## src/rtl/packet_rx_if.sv

```systemverilog
// ---------------------------------------------------------------------------
// packet_rx_if -- word stream into the receiver and decoded packet out of it.
//
// Handshake: rxValid qualifies rxWord for exactly one clock per word; there is
// no ready/back-pressure, so the receiver must take or drop every word on the
// cycle it is offered. pktValid / pktError are one-cycle strobes from the
// receiver and are never high together. The f* fields and iAmDestination are
// level outputs that hold between accepted packets.
//
// Modports:
//   slave  : the receiver (consumes rxWord/rxValid, drives packet outputs)
//   master : the radio/testbench side (drives words, observes packet outputs)
// ---------------------------------------------------------------------------
interface packet_rx_if;
  logic [15:0] rxWord;
  logic        rxValid;

  logic [2:0]  fPacketType;
  logic [15:0] fSourceID;
  logic [15:0] fSourceHops;
  logic [15:0] fQValue;
  logic [15:0] fEnergyLeft;
  logic [15:0] fDestinationID;
  logic [15:0] fChosenCH;
  logic [15:0] fHopsFromCH;
  logic        iAmDestination;
  logic        pktValid;
  logic        pktError;

  modport slave (
    input  rxWord, rxValid,
    output fPacketType, fSourceID, fSourceHops, fQValue, fEnergyLeft,
           fDestinationID, fChosenCH, fHopsFromCH, iAmDestination,
           pktValid, pktError
  );

  modport master (
    output rxWord, rxValid,
    input  fPacketType, fSourceID, fSourceHops, fQValue, fEnergyLeft,
           fDestinationID, fChosenCH, fHopsFromCH, iAmDestination,
           pktValid, pktError
  );
endinterface

```

## src/rtl/packet_rx.sv

```systemverilog
// ---------------------------------------------------------------------------
// packet_rx -- receives a fixed-length packet from the radio one 16-bit word
// at a time, checks it, and publishes the decoded fields.
//
// Packet layout: w0[15:13] type (w0[12:0] ignored), then source ID, source
// hops, Q-value, energy left, destination ID, chosen CH, hops from CH.
// Types 3'b000..3'b100 are accepted; 3'b101..3'b111 are dropped.
//
// Optional feature (macro PKT_RX_CHECKSUM_EN): the packet grows to nine words,
// w8 = XOR of w0..w7; a mismatch drops the packet. Without the macro there is
// no checksum logic at all.
//
// Ports:
//   clk       : single clock, rising edge
//   rst       : synchronous active-high reset
//   en        : receive enable, only looked at while IDLE
//   myNodeID  : this node's ID for destination matching (0xFFFF = broadcast)
//   busy      : high in every state except IDLE
//   state_dbg : current FSM state (IDLE=0, RECV=1, CHECK=2, DONE=3)
//   pkt       : packet_rx_if.slave (word input, field outputs, strobes)
//
// Timing: the word w7 (or w8) is sampled at edge E0 (-> CHECK), the fields
// and pktValid are registered at E1 (-> DONE), i.e. pktValid appears two
// cycles after the cycle carrying the last word. A silent gap of 16 cycles
// inside a packet aborts it with pktError.
// ---------------------------------------------------------------------------
module packet_rx (
  input  logic        clk,
  input  logic        rst,
  input  logic        en,
  input  logic [15:0] myNodeID,
  output logic        busy,
  output logic [1:0]  state_dbg,
  packet_rx_if.slave  pkt
);

  localparam logic [1:0] IDLE  = 2'd0;
  localparam logic [1:0] RECV  = 2'd1;
  localparam logic [1:0] CHECK = 2'd2;
  localparam logic [1:0] DONE  = 2'd3;

`ifdef PKT_RX_CHECKSUM_EN
  localparam int NUM_WORDS = 9;
`else
  localparam int NUM_WORDS = 8;
`endif
  localparam logic [3:0] LAST_IDX = 4'(NUM_WORDS - 1);
  localparam logic [3:0] GAP_LIMIT = 4'd15;

  logic [1:0]  state;
  logic [3:0]  word_cnt;
  logic [3:0]  gap_cnt;
  logic [2:0]  type_q;
  // Shadow copies of w1..w(last); w0 only keeps what is actually needed.
  logic [15:0] body_q [1:NUM_WORDS-1];

  logic        type_bad;
  logic        drop;
  logic        dest_match;

`ifdef PKT_RX_CHECKSUM_EN
  logic [12:0] w0_low_q;
  logic [15:0] chk_calc;
  logic        chk_ok;

  always_comb begin
    chk_calc = {type_q, w0_low_q};
    for (int i = 1; i < NUM_WORDS - 1; i++) begin
      chk_calc = chk_calc ^ body_q[i];
    end
    chk_ok = (chk_calc == body_q[NUM_WORDS-1]);
  end
`endif

  // 3'b101, 3'b110, 3'b111 are the reserved types.
  assign type_bad   = type_q[2] & (type_q[1] | type_q[0]);
`ifdef PKT_RX_CHECKSUM_EN
  assign drop       = type_bad | ~chk_ok;
`else
  assign drop       = type_bad;
`endif
  // Full 16-bit compare against w5; broadcast is all-ones.
  assign dest_match = (body_q[5] == myNodeID) || (body_q[5] == 16'hFFFF);

  assign busy      = (state != IDLE);
  assign state_dbg = state;

  always_ff @(posedge clk) begin
    if (rst) begin
      state    <= IDLE;
      word_cnt <= 4'd0;
      gap_cnt  <= 4'd0;
      type_q   <= 3'd0;
      for (int i = 1; i < NUM_WORDS; i++) begin
        body_q[i] <= 16'd0;
      end
`ifdef PKT_RX_CHECKSUM_EN
      w0_low_q <= 13'd0;
`endif
      pkt.fPacketType    <= 3'b111;
      pkt.fSourceID      <= 16'hFFFF;
      pkt.fSourceHops    <= 16'hFFFF;
      pkt.fQValue        <= 16'h0000;
      pkt.fEnergyLeft    <= 16'h0000;
      pkt.fDestinationID <= 16'h0000;
      pkt.fChosenCH      <= 16'h0000;
      pkt.fHopsFromCH    <= 16'hFFFF;
      pkt.iAmDestination <= 1'b0;
      pkt.pktValid       <= 1'b0;
      pkt.pktError       <= 1'b0;
    end else begin
      // Strobes are single-cycle unless re-asserted below.
      pkt.pktValid <= 1'b0;
      pkt.pktError <= 1'b0;

      case (state)
        IDLE: begin
          if (en && pkt.rxValid) begin
            type_q   <= pkt.rxWord[15:13];
`ifdef PKT_RX_CHECKSUM_EN
            w0_low_q <= pkt.rxWord[12:0];
`endif
            word_cnt <= 4'd1;
            gap_cnt  <= 4'd0;
            state    <= RECV;
          end
        end

        RECV: begin
          if (pkt.rxValid) begin
            for (int i = 1; i < NUM_WORDS; i++) begin
              if (word_cnt == 4'(i)) begin
                body_q[i] <= pkt.rxWord;
              end
            end
            word_cnt <= word_cnt + 4'd1;
            gap_cnt  <= 4'd0;
            if (word_cnt == LAST_IDX) begin
              state <= CHECK;
            end
          end else if (gap_cnt == GAP_LIMIT) begin
            // This is the 16th consecutive silent cycle: give up.
            pkt.pktError <= 1'b1;
            gap_cnt      <= 4'd0;
            word_cnt     <= 4'd0;
            state        <= IDLE;
          end else begin
            gap_cnt <= gap_cnt + 4'd1;
          end
        end

        CHECK: begin
          if (drop) begin
            pkt.pktError <= 1'b1;
            state        <= IDLE;
          end else begin
            pkt.fPacketType    <= type_q;
            pkt.fSourceID      <= body_q[1];
            pkt.fSourceHops    <= body_q[2];
            pkt.fQValue        <= body_q[3];
            pkt.fEnergyLeft    <= body_q[4];
            pkt.fDestinationID <= body_q[5];
            pkt.fChosenCH      <= body_q[6];
            pkt.fHopsFromCH    <= body_q[7];
            pkt.iAmDestination <= dest_match;
            pkt.pktValid       <= 1'b1;
            state              <= DONE;
          end
        end

        DONE: begin
          state <= IDLE;
        end

        default: begin
          state <= IDLE;
        end
      endcase
    end
  end

endmodule

```

## src/flat_wrapper.sv

```systemverilog
// flat-port wrapper written by rule: the top's interface ports become plain ports
module packet_rx_flat 
  (clk, rst, en, myNodeID, busy, state_dbg, pkt_rxWord, pkt_rxValid, pkt_fPacketType, pkt_fSourceID, pkt_fSourceHops, pkt_fQValue, pkt_fEnergyLeft, pkt_fDestinationID, pkt_fChosenCH, pkt_fHopsFromCH, pkt_iAmDestination, pkt_pktValid, pkt_pktError);
  packet_rx_if pkt_i ();
  input  logic clk;
  input  logic rst;
  input  logic en;
  input  logic [15:0] myNodeID;
  output logic busy;
  output logic [1:0] state_dbg;
  input wire logic [$bits(pkt_i.rxWord)-1:0] pkt_rxWord;
  input wire logic [$bits(pkt_i.rxValid)-1:0] pkt_rxValid;
  output wire logic [$bits(pkt_i.fPacketType)-1:0] pkt_fPacketType;
  output wire logic [$bits(pkt_i.fSourceID)-1:0] pkt_fSourceID;
  output wire logic [$bits(pkt_i.fSourceHops)-1:0] pkt_fSourceHops;
  output wire logic [$bits(pkt_i.fQValue)-1:0] pkt_fQValue;
  output wire logic [$bits(pkt_i.fEnergyLeft)-1:0] pkt_fEnergyLeft;
  output wire logic [$bits(pkt_i.fDestinationID)-1:0] pkt_fDestinationID;
  output wire logic [$bits(pkt_i.fChosenCH)-1:0] pkt_fChosenCH;
  output wire logic [$bits(pkt_i.fHopsFromCH)-1:0] pkt_fHopsFromCH;
  output wire logic [$bits(pkt_i.iAmDestination)-1:0] pkt_iAmDestination;
  output wire logic [$bits(pkt_i.pktValid)-1:0] pkt_pktValid;
  output wire logic [$bits(pkt_i.pktError)-1:0] pkt_pktError;
  assign pkt_i.rxWord = pkt_rxWord;
  assign pkt_i.rxValid = pkt_rxValid;
  assign pkt_fPacketType = pkt_i.fPacketType;
  assign pkt_fSourceID = pkt_i.fSourceID;
  assign pkt_fSourceHops = pkt_i.fSourceHops;
  assign pkt_fQValue = pkt_i.fQValue;
  assign pkt_fEnergyLeft = pkt_i.fEnergyLeft;
  assign pkt_fDestinationID = pkt_i.fDestinationID;
  assign pkt_fChosenCH = pkt_i.fChosenCH;
  assign pkt_fHopsFromCH = pkt_i.fHopsFromCH;
  assign pkt_iAmDestination = pkt_i.iAmDestination;
  assign pkt_pktValid = pkt_i.pktValid;
  assign pkt_pktError = pkt_i.pktError;
  packet_rx u_core (.clk(clk), .rst(rst), .en(en), .myNodeID(myNodeID), .busy(busy), .state_dbg(state_dbg), .pkt(pkt_i));
endmodule
```

## config.mk

```make
export PLATFORM = sky130hd
export DESIGN_NAME = packet_rx_flat
export DESIGN_NICKNAME = d
export VERILOG_FILES = /design/src/rtl/packet_rx_if.sv /design/src/rtl/packet_rx.sv /design/src/flat_wrapper.sv
export SDC_FILE = /design/constraint.sdc
export NUM_CORES = 1
export LEC_CHECK = 0
export BUFFER_PORTS_ARGS = -buffer_cell sky130_fd_sc_hd__clkbuf_2
export CAP_MARGIN = 10
export CORE_AREA = 2 2 133 135
export DETAILED_ROUTE_END_ITERATION = 8
export DIE_AREA = 0 0 135 137
export PLACE_DENSITY = 0.79
export SKIP_CTS_REPAIR_TIMING = 1
export SYNTH_ARGS = -nofsm -noshare
export SYNTH_HDL_FRONTEND = slang
export SYNTH_SLANG_ARGS = --single-unit
```

## constraint.sdc

```tcl
create_clock -name clk -period 4.2 [get_ports clk]
set_input_delay 0.21 -clock clk [delete_from_list [all_inputs] [get_ports clk]]
set_output_delay 0.21 -clock clk [all_outputs]
set_load 0.005 [all_outputs]
```

After elaboration in Yosys (flattened, before gate mapping)
Memories as Yosys holds them, arrays and structs flattened. A register that Yosys moved wholly into a read port is not among the register bits.
Index checks and enable logic that the tools add are counted.
W data, S select, Z words.
Word-level totals
  register bits: 35
  RAM bits: 112
  output and inout bits: 121
  word-level logic and storage cells: 113
  memories kept: 1
Cells by class
  add/sub/neg operators: 2
  eq/ne operators: 16
  multiplexer cells: 63
  bitwise gates (word level): 11
  reduce and logical (&&, ||, !) cells: 11
Memories
  u_core.body_q: words 7, width 16, rd ports 7, clocked after Yosys merged registers in 6, write ports 7, line packet_rx.sv:55  | logic [15:0] body_q [1:NUM_WORDS-1];
Operators by type and width (count)
  $mux W16: 7
  $mux W1: 41
  $mux W4: 6
  $eq A16 B16 Y1: 1
  $eq A16 B16 Y1 const B: 1
  $eq A4 B3 Y1 const B: 4
  $pmux W4 S2: 2
  $mux W2: 5
  $add A4 B1 Y4 const B: 2
  $eq A4 B2 Y1 const B: 2
  $or A1 B1 Y1: 8
  $pmux W2 S4: 1
  $ne A3 B2 Y1 const B: 2
  $reduce_and A2 Y1: 3
  $reduce_and A3 Y1: 2
  $eq A2 B2 Y1 const B: 2
  $eq A4 B1 Y1 const B: 1
  $eq A4 B4 Y1 const B: 1
  $reduce_bool A2 Y1: 2
  $eq A2 B1 Y1 const B: 1
  $logic_not A2 Y1: 1
  $ne A2 B1 Y1 const B: 1
  $not A1 Y1: 2
  $pmux W1 S2: 1
  4 further kinds: 4

Logic depth before layout (Yosys ltp)
Gate-level depths: netlist of the first run.
  word-level depth: 7
  depth in mapped cells: 8

Least setup slack after synthesis of the first run
No wires, ideal clock.
  path kind: register to register
  start: register u_core.state[1] (netlist: u_core.state_dbg[1])
  end: memory u_core.body_q[5][0] (enable)
  library setup time: 0.372 ns
  arrival time: 1.522 ns
  data required time: 3.828 ns
  slack: 2.306 ns
  stages on the path, launching flop included: 7
  path buffers: 0
  clock period less this slack: 1.894 ns
  path through: dfxtp_1 inv_1 ha_1 nand2_2 nor3b_4 nand2_1 nand2_1
RTL lines
  start, declared: line packet_rx.sv:50  | logic [1:0] state;
  start signal, assigned: line packet_rx.sv:90  | state <= IDLE;
  start signal, assigned: line packet_rx.sv:125  | state <= RECV;
  start signal, assigned: line packet_rx.sv:139  | state <= CHECK;
  end, declared: line packet_rx.sv:55

==> results of run 1 <==
-- synth_stat cells, types with 2 or more instances --
cell type and n:
dfxtp_1 131, and2_1 2, nor3_1 2, or3b_1 2, clkbuf_1 43, ha_1 9
inv_1 8, mux2i_1 3, buf_6 8, nor2_1 11, and3_1 114, a21oi_1 73
or4_1 3, nand2_1 247, edfxtp_1 112, nand3_1 54, o21ai_0 5, nor4_1 4
nand4_1 5, buf_2 6, clkbuf_2 2, buf_1 5, xor2_1 16
-- layer usage --
metal | track usage | up-vias | share of wire
li1 | - | 3308 | -
met5 | 0 | - | 0
met3 | 0.04852 | 47 | 0.089
met1 | 0.3101 | 3234 | 0.41
met4 | 0.07813 | 0 | 0.029
met2 | 0.3951 | 313 | 0.48
-- worst register-to-register path, cell delays in order, from the launching register on --
cell and delay (ns):
dfxtp_1 0.34, inv_1 0.11, ha_1 0.30, nand2_2 0.20, nor3b_4 0.34, and2_1 0.51, buf_4 0.45, and3_1 0.22
-- state kept, by name, indices dropped and copies added (netlist names) --
name                       flops
u_core.pkt.fDestinationID     15
u_core.word_cnt                4
u_core.pkt.pktError            1
pkt_fHopsFromCH               16
pkt_fSourceHops               16
pkt_fSourceID                 16
pkt_fEnergyLeft                1
u_core.pkt.fEnergyLeft        15
pkt_fDestinationID             1
u_core.state_dbg               2
u_core.pkt.iAmDestination      1
u_core.type_q                  3
u_core.pkt.fChosenCH          15
u_core.body_q                112
u_core.gap_cnt                 4
u_core.pkt.fPacketType         3
u_core.pkt.pktValid            1
pkt_fQValue                   16
pkt_fChosenCH                  1
-- final cells by class --
cell class | instances | share of cell area
Sequential cell | 243 | 0.5494
Tap cell | 225 | 0.02584
Clock inverter | 17 | 0.01539
Multi-Input combinational cell | 571 | 0.2710
Inverter | 9 | 0.003101
Timing Repair Buffer | 162 | 0.07580
Clock buffer | 28 | 0.05938
-- cell families after synthesis --
logic type | after synthesis | synth area share
AOI/OAI and AO/OA | 88 | 0.05195
xor gates and xnor gates | 16 | 0.01511
DFF | 243 | 0.6455
muxes | 3 | 0.003239
buffers and inverters | 73 | 0.03711
and+or+nand+nor | 455 | 0.2349
adders and majority gates | 9 | 0.01214
-- power by group --
group | switching, uW | internal (uW)
Clock | 897 | 1290
Combinational | 181 | 72.1
Sequential | 30.1 | 2530
-- through the flow --
| step | util | setup slack (ns) | area (um2) | hold WS (ns) |
|---|---|---|---|---|
| after floorplan | - | 2.306 | 9273 | 0.3572 |
| after global placement | 0.5910 | 1.821 | 10080 | 0.4380 |
| after detailed placement | 0.5910 | 1.668 | 10080 | 0.4438 |
| after CTS | 0.6387 | 1.629 | 10890 | 0.05456 |
| after global routing | 0.6387 | 1.329 | 10890 | 0.1048 |
| final | 0.6387 | 1.588 | 10890 | 0.07120 |
-- cell usage in the layout, fill, tap and decap left out, types with 5 or more instances in the layout --
cell	instances
clkbuf_2	156
ha_1	9
nor2_1	11
and3_1	114
a21oi_1	73
clkinv_2	8
nand3_1	54
dfxtp_1	131
o21ai_0	5
inv_1	8
xor2_1	16
buf_4	6
clkbuf_16	25
edfxtp_1	112
nand2_1	246
nand4_1	5
-- worst min-delay path by stage --
| stage | startpoint | to | slack, ns | cells past startpoint |
|---|---|---|---|---|
| 2_1_floorplan | pkt_rxWord[13] | u_core.type_q[0]$_SDFFE_PP0P_ | 0.36 | 2 |
| 3_3_place_gp | u_core.body_q[1][4]$_SDFFCE_PN0P_ | pkt_fSourceID[4]$_SDFFE_PP1P_ | 0.44 | 2 |
| 3_5_place_dp | u_core.body_q[1][14]$_SDFFCE_PN0P_ | pkt_fSourceID[14]$_SDFFE_PP1P_ | 0.44 | 2 |
| 4_1_cts | pkt_rxValid | u_core.word_cnt[1]$_SDFFE_PP0P_ | 0.05 | 3 |
| 5_1_grt | pkt_rxValid | u_core.word_cnt[1]$_SDFFE_PP0P_ | 0.10 | 3 |
| 6_report | pkt_rxValid | u_core.word_cnt[1]$_SDFFE_PP0P_ | 0.07 | 3 |
==> results.py, run 1 <==
metrics = {
    "setup_path": {
        "cp.arrival_ns": 2.98,
        "slowest_stage": "and2_1",
        "worst-path-stages": 7,
        "worst-path-buf-inv": 2,
        "reg2reg_slack_ns": 1.59,
        "crit_start": "u_core.state_dbg[1]$_SDFFE_PP0P_",
        "r2r_cells": 7,
        "cp_max_fo": 45,
        "worstSetupPathType": "reg2reg",
        "reg2reg_to": "u_core.body_q[7][8]$_SDFFCE_PN0P_",
        "crit_chain": "inv_1, ha_1, nand2_2, nor3b_4, and2_1, buf_4, and3_1",
        "crit_required_ns": 4.57,
        "r2r_start": "u_core.state_dbg[1]$_SDFFE_PP0P_",
        "path_delay_family": "simple AND/OR/NAND/NOR gates",
        "cp-start-kind": "flop",
        "crit_end": "u_core.body_q[7][8]$_SDFFCE_PN0P_",
        "end_kind": "flop",
        "cp_slowest_stage_delay_ns": 0.51,
    },
    "logic_synthesis": {
        "synth_cell_types": 45,
        "async_reset_ff_frac": 0,
        "yosys_warnings": 0,
        "synthCells": 887,
        "synth.largest_area_cell": "edfxtp_1",
        "synthFlopType": "dfxtp_1",
        "synth_area_um2": 9273,
        "synth_top_area_share": 0.3627,
        "synth_seq_cells": 243,
        "synth_edf_count": 112,
        "synth_area_leaders": "edfxtp_1 (36%), dfxtp_1 (28%), nand2_1 (10%)",
        "syn-num-nets": 932,
        "avgSynthCellArea_um2": 10.45,
        "seq_area_frac_synth": 0.6455,
    },
    "timing": {
        "max_clock_freq_mhz": 382.9,
        "fin_setup_tns_ns": 0,
        "hold_viol": 0,
        "tightest_slew_ns": 1.007,
        "max_slew_margin": 0.3289,
        "rsz0062_at_grt": "false",
        "slew_violations": 0,
        "period_share": 0.6219,
        "finalSetupViolCount": 0,
        "finalClockSkew_ns": 0.01379,
        "finalCriticalPeriod_ns": 2.612,
    },
    "clocking": {
        "cts_tree": "done",
        "clockBufferDepth": 3,
        "cts_root_buf": "clkbuf_16",
        "cts_sinks": 243,
        "clk_pin_slew_ns": 0.06,
        "htreeDepth": 1,
        "insertion_delay_ns": 0.52,
        "cts_buffers": 25,
    },
    "die": {
        "num_io_pins": 157,
        "die-area_um2": 18500,
        "start_util": 0.5436,
        "placeableCoreArea_um2": 17060,
        "die_h_um": 137,
        "die_x_um": 135,
        "rows": 48,
    },
    "global_route": {
        "gr-usage-all-layers": 0.2363,
        "grt_pass1_wl_mm": 34.04,
        "antenna_found_initial": 0,
        "grt_pass1_vias": 6583,
        "grt_max_degree": 98,
        "grt_overflow_total": 0,
    },
    "cells_and_area": {
        "fin_nets": 1057,
        "diodes": 0,
        "drive_gt1_frac": 0.2049,
        "fill_cells": 1361,
        "final_cells": 1255,
        "register_area_um2": 5986,
        "multiInputGateArea_um2": 2953,
        "syn_to_final_growth_pct": 17.49,
    },
    "place": {
        "place.gp.congestion": 0.8145,
        "dp.cells": 1210,
        "port_buffers": 156,
        "hpwlAfterDp_mm": 14.15,
    },
    "drt": {
        "num_vias": 6902,
        "firstDrtPassIters": 5,
        "drtAntennaViolNets": 0,
        "drc_errors": 0,
        "routed_wl_mm": 22.24,
        "wire_per_inst_um": 17.72,
        "avgViaCountPerCell": 5.500,
        "drt-initial-drc-count": 568,
    },
    "min_path": {
        "hp-class": "in2reg",
    },
    "power": {
        "ir_drop_mv": 0.3385,
        "p_leak_uw": 0.004843,
        "powerDensity_nw_per_um2": 459.3,
        "total_power_uw": 5004,
    },
    "outcome": {
        "status": "completed",
    },
    "job": {
        "drv_cap": 0,
    },
}
Note: power is estimated with default switching activity, not from simulation.
==> inputs of run 2 (changes only) <==
Clock period 4.2 ns to 2.7 ns, I/O delays scaled along.
==> run 2 against run 1 <==
  * The run now ends with hold timing left
  * Design area rose by 0.18%
  * Routed wire length increased by 2.2%
  * Combinational power up 60%
  * Critical endpoint is now u_core.body_q[1][0]$_SDFFCE_PN0P_
  * Largest cell class unchanged
==> results.py, run 2 (synthesis results as in run 1) <==
metrics = {
    "outcome": {
        "status": "finished with violations",
        "violations": "hold timing",
    },
    "cells_and_area": {
        "syn_to_final_growth_pct": 17.70,
        "largest_reg_flops": 112,
        "largest-register": "u_core.body_q",
        "final_cell_mix": "nand2_1 (246), clkbuf_2 (156), dfxtp_1 (131), and3_1 (114), edfxtp_1 (112)",
        "fin_area_um2": 10910,
        "diodes": 0,
        "fin_nets": 1065,
        "drive_gt1_frac": 0.2091,
        "layout_commonest_cell": "nand2_1",
    },
    "die": {
        "num_io_pins": 157,
        "die-area_um2": 18500,
        "start_util": 0.5436,
        "placeableCoreArea_um2": 17060,
        "rows": 48,
        "die_x_um": 135,
        "die_h_um": 137,
    },
    "setup_path": {
        "cp.arrival_ns": 2.68,
        "end_kind": "flop",
        "cp_slowest_stage_delay_ns": 0.62,
        "r2r_start": "u_core.state_dbg[1]$_SDFFE_PP0P_",
        "reg2reg_to": "u_core.body_q[1][0]$_SDFFCE_PN0P_",
        "path_delay_family": "simple AND/OR/NAND/NOR gates",
        "slowest_stage": "nor4_4",
        "r2r_cells": 6,
        "cp-start-kind": "flop",
        "worst-path-stages": 6,
        "worstSetupPathType": "reg2reg",
        "crit_chain": "inv_1, ha_1, nand2_2, nor4_4, buf_4, and3_1",
        "crit_end": "u_core.body_q[1][0]$_SDFFCE_PN0P_",
        "reg2reg_slack_ns": 0.39,
        "crit_required_ns": 3.07,
        "worst-path-buf-inv": 2,
        "crit_start": "u_core.state_dbg[1]$_SDFFE_PP0P_",
        "cp_max_fo": 32,
    },
    "drt": {
        "num_vias": 6994,
        "wire_per_inst_um": 17.99,
        "drt-initial-drc-count": 620,
        "drc_errors": 0,
        "drtAntennaViolNets": 0,
        "avgViaCountPerCell": 5.538,
        "routed_wl_mm": 22.72,
        "firstDrtPassIters": 6,
    },
    "global_route": {
        "grt_overflow_total": 0,
        "grt_pass1_vias": 6236,
        "grt_pass1_wl_mm": 34.20,
        "gr-usage-all-layers": 0.2389,
        "grt_max_degree": 65,
        "antenna_found_initial": 0,
    },
    "timing": {
        "fin_ws_ns": 0.3909,
        "fin_setup_tns_ns": 0,
        "rsz0062_at_grt": "false",
        "hold_viol": 1,
        "tightest_slew_ns": 0.7619,
        "finalClockSkew_ns": 0.007611,
        "max_slew_margin": 0.4882,
        "period_share": 0.8552,
        "max_clock_freq_mhz": 433.1,
        "slew_violations": 0,
        "finalCriticalPeriod_ns": 2.309,
        "holdWs_ns": -0.01415,
        "finalSetupViolCount": 0,
    },
    "clocking": {
        "cts_sinks": 243,
        "cts_buffers": 24,
        "cts_tree": "done",
        "clk_pin_slew_ns": 0.06,
        "cts_root_buf": "clkbuf_16",
        "insertion_delay_ns": 0.51,
        "clockBufferDepth": 3,
        "htreeDepth": 1,
    },
    "place": {
        "port_buffers": 156,
        "dp_slack_ns": 0.4225,
        "place.gp.congestion": 0.8410,
        "place_area_um2": 10170,
        "hpwlAfterDp_mm": 14.48,
    },
    "power": {
        "p_leak_uw": 0.004855,
        "powerDensity_nw_per_um2": 692.2,
        "ir_drop_mv": 0.5019,
    },
    "job": {
        "drv_cap": 0,
    },
    "min_path": {
        "hp-class": "in2reg",
    },
}
-- run 2: through the flow --
step	util	hold WS (ns)	instances	total power (uW)
after CTS	0.6399	-0.03685	1263	7592
after detailed placement	0.5964	0.4442	1219	4462
after floorplan	-	0.2822	887	4279
final	0.6399	-0.01415	1263	7555
after global routing	0.6399	0.04027	1263	7755
after global placement	0.5964	0.4410	1219	4452
-- run 2: how the worst min path moves through the flow --
stage | start | endpoint | slack (ns) | cells past startpoint
6_report | pkt_rxValid | u_core.word_cnt[1]$_SDFFE_PP0P_ | -0.01 | 3
5_1_grt | pkt_rxValid | u_core.word_cnt[1]$_SDFFE_PP0P_ | 0.04 | 3
4_1_cts | pkt_rxValid | u_core.word_cnt[1]$_SDFFE_PP0P_ | -0.04 | 3
3_5_place_dp | u_core.body_q[1][7]$_SDFFCE_PN0P_ | pkt_fSourceID[7]$_SDFFE_PP1P_ | 0.44 | 2
3_3_place_gp | u_core.body_q[7][4]$_SDFFCE_PN0P_ | pkt_fHopsFromCH[4]$_SDFFE_PP1P_ | 0.44 | 2
2_1_floorplan | pkt_rxWord[13] | u_core.type_q[0]$_SDFFE_PP0P_ | 0.28 | 2
-- run 2: layer usage --
| layer | share of wire | vias to the layer above | track usage |
|---|---|---|---|
| li1 | - | 3325 | - |
| met1 | 0.42 | 3328 | 0.3346 |
| met2 | 0.47 | 301 | 0.3872 |
| met3 | 0.083 | 40 | 0.03370 |
| met4 | 0.024 | 0 | 0.07813 |
| met5 | 0 | - | 0 |
-- run 2: area by class of cell --
cell class                      instances  area, um2
Timing Repair Buffer                  171      918.4
Fill cell                            1343       6142
Clock buffer                           29      640.6
Tap cell                              225      281.5
Sequential cell                       243       5986
Clock inverter                         15      101.3
Inverter                                9      33.78
Multi-Input combinational cell        571       2953
-- run 2: where the power goes --
| part | internal, uW | switching [uW] | total, uW | leakage (uW) |
|---|---|---|---|---|
| clock | 1790 | 1380 | 3170 | 0.000367 |
| combinational | 119 | 285 | 404 | 0.00227 |
| sequential | 3940 | 49.8 | 3980 | 0.00221 |
-- run 2: worst reg2reg max path: cells and delay by family (launching register included) --
family | cells | cell delay [ns]
DFF | 1 | 0.33
and+or+nand+nor | 3 | 1.05
adders and majority gates | 1 | 0.29
buffers and inverters | 2 | 0.50
==> inputs of run 3 (changes only) <==
Settings changed: CORE_AREA 2 2 133 135 to 2 2 156 158, DIE_AREA 0 0 135 137 to 0 0 158 160, PLACE_DENSITY 0.79 to 0.6.
==> run 3 against run 2 <==
  * Clock skew is 0.0033 ns higher
  * Clock power is 10% higher
  * Combinational power hardly changed
  * Critical endpoint is now u_core.body_q[2][12]$_SDFFCE_PN0P_
  * Highest routed layer unchanged
  * Hold slack better by 0.047 ns
  * Flip-flop and latch count stayed put
  * The run now ends clean
==> results.py, run 3 (synthesis results as in run 1) <==
metrics = {
    "outcome": {
        "status": "completed",
    },
    "setup_path": {
        "end_kind": "flop",
        "crit_chain": "inv_1, ha_1, nand2_2, nor3_1, nand2_1, nand2_1",
        "path_delay_family": "simple AND/OR/NAND/NOR gates",
        "cp-start-kind": "flop",
        "crit_required_ns": 2.84,
        "cp.arrival_ns": 2.33,
        "slowest_stage": "nand2_1",
        "cp_max_fo": 16,
        "critPathMostFrequentCell": "nand2_1",
        "worstSetupPathType": "reg2reg",
        "worst-path-buf-inv": 1,
        "cp_slowest_stage_delay_ns": 0.49,
    },
    "clocking": {
        "cts_sinks": 243,
        "clk_pin_slew_ns": 0.06,
        "cts_root_buf": "clkbuf_16",
        "cts_buffers": 25,
        "clockBufferDepth": 3,
        "insertion_delay_ns": 0.51,
        "htreeDepth": 1,
        "cts_tree": "done",
    },
    "cells_and_area": {
        "fin_nets": 1071,
        "multiInputGateArea_um2": 2953,
        "final_cell_mix": "nand2_1 (246), clkbuf_2 (155), dfxtp_1 (131), and3_1 (114), edfxtp_1 (112)",
        "largest_reg_flops": 112,
        "register_area_um2": 5986,
        "layout_commonest_cell": "nand2_1",
        "syn_to_final_growth_pct": 20.65,
        "largest-register": "u_core.body_q",
        "drive_gt1_frac": 0.2136,
        "diodes": 0,
        "fill_cells": 2308,
        "final_cells": 1368,
    },
    "timing": {
        "tightest_slew_ns": 0.8676,
        "finalSetupViolCount": 0,
        "finalClockSkew_ns": 0.01095,
        "period_share": 0.8137,
        "slew_violations": 0,
        "max_clock_freq_mhz": 455.2,
        "fin_setup_tns_ns": 0,
        "holdWs_ns": 0.03299,
        "hold_viol": 0,
        "max_slew_margin": 0.4216,
        "rsz0062_at_grt": "false",
        "finalCriticalPeriod_ns": 2.197,
    },
    "die": {
        "die_x_um": 158,
        "die-area_um2": 25280,
        "num_io_pins": 157,
        "rows": 57,
        "start_util": 0.3893,
        "placeableCoreArea_um2": 23820,
        "die_h_um": 160,
    },
    "drt": {
        "drc_errors": 0,
        "drt-initial-drc-count": 664,
        "num_vias": 6800,
        "wire_per_inst_um": 17.28,
        "avgViaCountPerCell": 4.971,
        "routed_wl_mm": 23.64,
        "firstDrtPassIters": 5,
        "drtAntennaViolNets": 0,
    },
    "global_route": {
        "busiest_layer": "met2",
        "gr-usage-all-layers": 0.1824,
        "grt_pass1_vias": 6338,
        "grt_max_degree": 80,
        "use_met3": 0.03039,
        "antenna_found_initial": 1,
        "grt_overflow_total": 0,
        "grt_pass1_wl_mm": 35.59,
        "use_met2": 0.2990,
        "globalRouteMet1Util": 0.2540,
    },
    "min_path": {
        "hp-class": "in2reg",
    },
    "power": {
        "ir_drop_mv": 0.2637,
        "p_leak_uw": 0.004925,
        "powerDensity_nw_per_um2": 705.5,
        "total_power_uw": 7892,
    },
    "place": {
        "dp.cells": 1322,
        "place.gp.congestion": 0.7379,
        "hpwlAfterDp_mm": 15.29,
        "port_buffers": 156,
    },
    "job": {
        "drv_cap": 0,
    },
}
==> run 3: cell types whose count changed in the layout (fill, tap and decap cells not counted) <==
cell	before	now
dlygate4sd3_1	0	1
buf_12	2	3
clkinv_1	4	1
clkbuf_1	4	6
clkbuf_16	25	26
clkbuf_8	0	2
bufinv_16	1	3
clkinv_2	9	4
inv_6	0	1
buf_2	0	1
inv_2	0	1
clkbuf_2	156	155
buf_4	13	16
==> run 3: path summary, 6_finish.rpt <==
kind	end	cells after the start	slack [ns]	startpoint
worst max-delay path	u_core.body_q[2][12]$_SDFFCE_PN0P_	6	0.50	u_core.state_dbg[1]$_SDFFE_PP0P_
worst min-delay path	u_core.word_cnt[1]$_SDFFE_PP0P_	3	0.03	en
worst max register to register	u_core.body_q[2][12]$_SDFFCE_PN0P_	6	0.50	u_core.state_dbg[1]$_SDFFE_PP0P_
worst min register to register	u_core.pkt.fDestinationID[14]$_SDFFE_PP0P_	2	0.45	u_core.pkt.fDestinationID[14]$_SDFFE_PP0P_
==> run 3: tightest hold or removal path, cell delays in order <==
cell and delay, ns:
clkbuf_2 0.11, o2111ai_1 0.11, a21oi_1 0.14
==> run 3: area by class of cell <==
cell class | instances | share of cell area
Clock buffer | 34 | 0.06263
Clock inverter | 11 | 0.01230
Inverter | 9 | 0.003020
Multi-Input combinational cell | 571 | 0.2640
Sequential cell | 243 | 0.5351
Tap cell | 324 | 0.03624
Timing Repair Buffer | 176 | 0.08679
==> run 3: report_power, final <==
| part | internal, uW | total [uW] | switching [uW] |
|---|---|---|---|
| registers | 3930 | 3980 | 49.8 |
| logic | 121 | 407 | 286 |
| clock network | 2110 | 3500 | 1390 |
==> run 3: stage by stage <==
| step | cell area (um2) | setup slack [ns] | utilization |
|---|---|---|---|
| CTS | 11180 | 0.4865 | 0.4692 |
| detailed placement | 10340 | 0.5041 | 0.4340 |
| global placement | 10340 | 0.5685 | 0.4340 |
| global route | 11190 | 0.2693 | 0.4696 |
| floorplan | 9273 | 0.8063 | - |
| finish | 11190 | 0.5030 | 0.4696 |
==> run 3: layer usage <==
| metal | vias to the layer above | wire length (um) |
|---|---|---|
| li1 | 3332 | - |
| met1 | 3251 | 10500 |
| met2 | 185 | 11360 |
| met3 | 32 | 1446 |
| met4 | 0 | 336 |
| met5 | - | 0 |
